===== config.mk =====
export PLATFORM = sky130hd
export DESIGN_NAME = pwm_duty_ramp_sequencer
export DESIGN_NICKNAME = d
export VERILOG_FILES = /design/src/rtl/pwm_duty_ramp_sequencer.sv
export SDC_FILE = /design/constraint.sdc
export NUM_CORES = 1
export LEC_CHECK = 0
export CAP_MARGIN = 25
export CORE_ASPECT_RATIO = 0.7
export CORE_MARGIN = 5
export CORE_UTILIZATION = 25
export CTS_BUF_LIST = sky130_fd_sc_hd__clkbuf_8 sky130_fd_sc_hd__clkbuf_16
export DETAILED_ROUTE_END_ITERATION = 8
export GPL_ROUTABILITY_DRIVEN = 0
export HOLD_SLACK_MARGIN = 0.02
export SLEW_MARGIN = 40
export SYNTH_ARGS = -nofsm -noshare
export SYNTH_HDL_FRONTEND = slang
export SYNTH_SLANG_ARGS = --single-unit

===== constraint.sdc =====
create_clock -name clk -period 6.8 [get_ports clk]
set_input_delay 1.02 -clock clk [delete_from_list [all_inputs] [get_ports clk]]
set_output_delay 1.02 -clock clk [all_outputs]
set_load 0.02 [all_outputs]

===== src/rtl/pwm_duty_ramp_sequencer.sv =====
// Purpose: ramps the PWM duty value toward a latched target in clamped steps at a set interval.
// Latency: first step lands step_interval edges after an accepted start; all outputs registered.
// Backpressure: none; start is dropped while busy, abort ends a ramp and holds the duty value.
module pwm_duty_ramp_sequencer #(
    parameter int DUTY_W = 8,
    parameter int IVL_W  = 16
) (
    input  logic              clk,
    input  logic              rst_n,
    input  logic              start,
    input  logic              abort,
    input  logic [DUTY_W-1:0] target_duty,
    input  logic [DUTY_W-1:0] step_size,
    input  logic [IVL_W-1:0]  step_interval,
    output logic [DUTY_W-1:0] duty_out,
    output logic              busy,
    output logic              done,
    output logic              dir_up
);

    typedef enum logic {IDLE, RAMP} state_t;

    state_t            state_q, state_d;
    logic [DUTY_W-1:0] duty_d, tgt_q, tgt_d, step_q, step_d;
    logic [IVL_W-1:0]  ivl_q, ivl_d, cnt_q, cnt_d;
    logic              busy_d, done_d, dir_d;
    logic [DUTY_W-1:0] step_eff, step_res;
    logic [IVL_W-1:0]  ivl_eff;
    logic [DUTY_W:0]   up_sum, dn_diff;

    // Zero step/interval are stored as 1 so the ramp logic never sees them.
    assign step_eff = (step_size == '0) ? DUTY_W'(1) : step_size;
    assign ivl_eff  = (step_interval == '0) ? IVL_W'(1) : step_interval;

    // One extra bit keeps the sum/difference from wrapping before the clamp.
    assign up_sum  = {1'b0, duty_out} + {1'b0, step_q};
    assign dn_diff = {1'b0, duty_out} - {1'b0, step_q};

    always_comb begin
        step_res = duty_out;
        if (dir_up) begin
            step_res = (up_sum > {1'b0, tgt_q}) ? tgt_q : up_sum[DUTY_W-1:0];
        end else if (duty_out < step_q) begin
            step_res = tgt_q;
        end else begin
            step_res = (dn_diff < {1'b0, tgt_q}) ? tgt_q : dn_diff[DUTY_W-1:0];
        end
    end

    always_comb begin
        state_d = state_q;
        duty_d  = duty_out;
        tgt_d   = tgt_q;
        step_d  = step_q;
        ivl_d   = ivl_q;
        cnt_d   = cnt_q;
        busy_d  = busy;
        done_d  = 1'b0;
        dir_d   = dir_up;
        case (state_q)
            IDLE: begin
                if (start && !abort) begin
                    tgt_d  = target_duty;
                    step_d = step_eff;
                    ivl_d  = ivl_eff;
                    cnt_d  = ivl_eff - IVL_W'(1);
                    dir_d  = (target_duty > duty_out);
                    if (target_duty == duty_out) begin
                        done_d = 1'b1;
                    end else begin
                        state_d = RAMP;
                        busy_d  = 1'b1;
                    end
                end
            end
            RAMP: begin
                if (abort) begin
                    state_d = IDLE;
                    busy_d  = 1'b0;
                end else if (cnt_q != '0) begin
                    cnt_d = cnt_q - IVL_W'(1);
                end else begin
                    duty_d = step_res;
                    cnt_d  = ivl_q - IVL_W'(1);
                    if (step_res == tgt_q) begin
                        state_d = IDLE;
                        busy_d  = 1'b0;
                        done_d  = 1'b1;
                    end
                end
            end
            default: begin
                state_d = IDLE;
                busy_d  = 1'b0;
            end
        endcase
    end

    always_ff @(posedge clk or negedge rst_n) begin
        if (!rst_n) begin
            state_q  <= IDLE;
            duty_out <= '0;
            tgt_q    <= '0;
            step_q   <= '0;
            ivl_q    <= '0;
            cnt_q    <= '0;
            busy     <= 1'b0;
            done     <= 1'b0;
            dir_up   <= 1'b0;
        end else begin
            state_q  <= state_d;
            duty_out <= duty_d;
            tgt_q    <= tgt_d;
            step_q   <= step_d;
            ivl_q    <= ivl_d;
            cnt_q    <= cnt_d;
            busy     <= busy_d;
            done     <= done_d;
            dir_up   <= dir_d;
        end
    end

endmodule


======== Word level (Yosys, flattened, before mapping) ========
Cells that the tools add are included.
word-level totals
  bits in registers ....................... 60
  word-level logic and storage cells ...... 65
operators by class
  add/sub/neg operators ................... 5
  order comparisons ....................... 4
  equality and inequality tests ........... 7
  multiplexer cells ....................... 28
  bitwise operators ....................... 3
  reductions and logical operators ........ 9
operators with widths
  kind                     number
  $mux W16                 4
  $sub A16 B1 Y16 const B  3
  $mux W8                  5
  $pmux W16 S2             1
  $eq A8 B8 Y1             2
  $logic_not A16 Y1        1
  $reduce_bool A16 Y1      1
  $mux W1                  15
  $add A8 B8 Y9            1
  $gt A9 B8 Y1             1
  $lt A9 B8 Y1             1
  $sub A8 B8 Y9            1
  $gt A8 B8 Y1             1
  $logic_not A8 Y1         1
  $lt A8 B8 Y1             1
  $ne A2 B2 Y1 const B     3
  $pmux W1 S2              3
  $reduce_and A2 Y1        2
  $reduce_and A4 Y1        1
  $ne A3 B2 Y1 const B     1
  $ne A3 B3 Y1 const B     1
  $not A1 Y1               3
  $reduce_and A3 Y1        1
  $logic_and A1 B1 Y1      1
  $logic_not A1 Y1         1

======== Depth between registers and ports, before layout ========
  depth after elaboration ................. 10
  depth in mapped cells ................... 19
  depth with buffers taken out ............ 18

======== Worst setup path after synthesis ========
Ideal clock, no wire load.
  kind .................................... reg-to-reg
  start ................................... register duty_out[4]
  end ..................................... register done
  setup time .............................. 119 ps
  arrival ................................. 3828 ps
  data required time ...................... 6681 ps
  path slack .............................. 2853 ps
  cell stages (with the launch flop) ...... 17
  clock period less this slack ............ 3947 ps
  cell sequence ........................... dfrtp_1 -> ha_1 -> clkbuf_1 -> or4b_2 -> o2111ai_1 -> a211oi_1 -> inv_1 -> ha_1 -> a21o_1 -> a211oi_1 -> a211oi_1 -> or2_2 -> clkbuf_1 -> o221ai_1 -> mux2i_1 -> nor4_2 -> o21ba_1
on the way
  longest elaborated chain between the ends .. 10
RTL lines
  element                 RTL line  source
  start, declared         15        output logic [DUTY_W-1:0] duty_out,
  start signal, assigned  112       duty_out <= duty_d;
  $sub A8 B8 Y9           37        assign dn_diff = {1'b0, duty_out} - {1'b0, step_q};
  $lt A9 B8 Y1            46        step_res = (dn_diff < {1'b0, tgt_q}) ? tgt_q : dn_diff[DUTY_W-1:0];
  $mux W8                 46
  $mux W8                 43        end else if (duty_out < step_q) begin
  $mux W8                 41        if (dir_up) begin
  $eq A8 B8 Y1            85        if (step_res == tgt_q) begin
  $mux W1                 85
  $mux W1                 80        end else if (cnt_q != '0) begin
  $mux W1                 77        if (abort) begin
  $pmux W1 S2 *           60        case (state_q)
  named net done_d        26        logic busy_d, done_d, dir_d;
  end signal, assigned    118       done <= done_d;
  end, declared           17        output logic done,
Mark *: on every way through the listed nets, which the timed path passes. The rest lies on a longest branch.
A chain may end at the register's enable or synchronous reset.

======== Final worst setup path ========
  start ................................... register duty_out[0]
  end ..................................... register done
Same word-level chain as after synthesis.

==> metrics.txt <==
Tcrit/Tclk final 0.623; top-count cell post-synth dfrtp_1; fin area around 5600 um2; dpl cells between 700 and 800; clock-pin transition on the worst setup and hold timing paths ~0.050 ns; clk sinks 60; Hold Fails Final Rpt 0; Min-Delay Path Class register to register; Worst Setup Start Kind register; top cells by area, synth dfrtp_1 33%, ha_1 11%, o21ai_0 5.0%, nand2_1 4.2%, xnor2_1 4.0%; Core Region approximately 18000 um2; CP Data Arrival Time between 4 and 5 ns; depth of the worst hold-timing path 1; Synth Area in Simple Gates 0.174; RSZ-0062 raised after global routing false; Peak VDD IR 0.101 mV; placed inst area around 5200 um2; Filler Cells Inserted around 1900; outcome finished, final reports clean; CTS buffer count 9; worst-skew pair later-pin latency roughly 0.34 ns; vias in the first global route a little under 4000; Net Count, Synth between 500 and 600; DRC viols 0; largest net degree at the start of global routing 61; GRT Residual Overflow 0; critical path class register to register; DRT iter0 DRCs 320; antenna diode count 0; CTS tree yes; die area between 20000 and 25000 um2; sequential fraction of the synthesis area 0.330; leakage 2.31 nW; distinct cell type count after synthesis 67; PD cells about 280 nW/um2; setup TNS 0 ns; synthesized flop and latch total 60; Non-Filler Instances 796; area leader, netlist dfrtp_1; max_slew headroom 0.499; initial antenna violation count 0; syn avg cell area a little under 9 um2; port buffer count 46; Synth async-reset ratio 1.00; adder-cell share of the synthesized area 0.119; minimum clock period 4.24 ns; Max Cap Viol 0; Syn Inst Count between 500 and 600; post-CTS setup buffer count 0; worst path required time between 7 and 8 ns; global-route usage over all layers 0.130; IO Pins between 40 and 50; Worst setup EP type register; R2R depth 15; Yosys warnings 0; Routed WL between 10000 and 15000 um; fraction of layout cells with a size suffix above 1 0.0929; fin nets between 600 and 700; Setup Skew slightly above 0.008 ns; FMAX roughly 0.24 GHz; Area Growth Syn to Fin 22.5%; multiplexer share of the synthesized area 0.0462; Die Wd 171 um; H-tree lvl count 3; routed len/inst between 15 and 20 um; antenna viol nets, final 0; Root Buffer clkbuf_16; Initial Utilization 0.253; Worst-Margin Slew roughly 0.75 ns; Synth top area share 0.330; Via density ~4.9; deepest clock path buffer count 2; main combinational cell family by area after synthesis compound AO/OA/AOI/OAI gates; endpoints failing setup 0; area fraction in compound gates after synthesis 0.225; Post-Synth XOR/XNOR Area 0.0558; Die Height around 120 um; first-pass GRT wire length 21400 um; Slew Viols, Final 0; FP Rows between 40 and 50; hold_ws 0.512 ns; number of flops mapped to enable cells by yosys 0; main flop type after synthesis dfrtp_1; DP HPWL approximately 9700 um; vias around 3900; Post-Syn Area about 4500 um2; worst-path fanout max 6; post-CTS resize count 0; cts-stage hold buffer count 0; PnR Total Power around 0.0016 W; TritonRoute pass-1 iters 5; commonest cells in the netlist 60 x dfrtp_1, 51 x nand2_1, 45 x o21ai_0, 40 x ha_1, 40 x nor2_1; R2R setup slack around 2.6 ns
[power breakdown]
group | leakage, nW | internal, W | switching, W | total (W)
clock network | 0.168 | 0.000364 | 0.000168 | 0.000532
registers | 0.735 | 0.000423 | 0.0000632 | 0.000486
logic | 1.41 | 0.000228 | 0.000313 | 0.000542
[logic make-up after synthesis]
family	after synthesis
compound gates	151
xor+xnor	29
fa+ha+maj	42
buf+inv	58
flops	60
mux	19
simple gates	161
[worst paths after layout]
check | startpoint | end
worst max-delay path | duty_out[0]$_DFFE_PN0P_ | done$_DFF_PN0_
worst min-delay path | ivl_q[2]$_DFFE_PN0P_ | ivl_q[2]$_DFFE_PN0P_
worst max register to register | duty_out[0]$_DFFE_PN0P_ | done$_DFF_PN0_
worst min register to register | ivl_q[2]$_DFFE_PN0P_ | ivl_q[2]$_DFFE_PN0P_
max in group asynchronous | rst_n | state_q$_DFF_PN0_
min in group asynchronous | rst_n | ivl_q[14]$_DFFE_PN0P_
[metal layers]
metal / vias up / track usage / wire [um]
met1: 1874 / 0.205 / 7240
li1: 1938 / - / -
met5: - / 0 / 0
met3: 13 / 0.0248 / 536
met2: 99 / 0.177 / 5140
met4: 0 / 0.0391 / 187
[cells in the final DEF, fill, tap and decap left out, drive strengths merged, types with 8 or more instances in the layout]
master	instances
o21a	8
mux2	16
clkbuf	10
inv	34
nor2b	9
nand2	51
o21ai	48
xnor2	21
xor2	8
nor2	40
dfrtp	60
a21oi	24
clkdlybuf4s50	45
ha	40
nor3	17
[per-stage QoR]
stage | util | setup WS, ns
2_1_floorplan | - | 2.85
3_3_place_gp | 0.291 | 2.68
3_5_place_dp | 0.291 | 2.69
4_1_cts | 0.310 | 2.61
5_1_grt | 0.310 | 2.30
6_report | 0.310 | 2.56
[worst max-delay path, stage by stage, from the launching register on]
cell	delay [ns]
dfrtp_1	0.42
ha_1	0.25
fa_1	0.43
nand2b_1	0.16
a21o_1	0.17
xnor2_1	0.22
inv_1	0.13
ha_1	0.31
and4_1	0.22
a221oi_1	0.30
a211oi_1	0.18
or2_2	0.42
o221ai_1	0.29
mux2i_1	0.34
nor4_2	0.09
o21ba_1	0.19
[state kept, by name, summed over array words and instances, names as in the netlist]
name / count
ivl_q: 16
step_q: 8
state_q: 1
busy: 1
done: 1
dir_up: 1
tgt_q: 8
cnt_q: 16
duty_out: 8
[final cells by class]
cell class                 instances  area (um2)  area share
multi-input combinational        402        2830       0.508
sequential                        60        1500       0.270
timing repair buffer              48         474      0.0851
tap                              236         295      0.0530
clock buffer                      10         239      0.0429
inverter                          35         131      0.0236
clock inverter                     5         100      0.0180
Power figures use the tool's default switching activity.
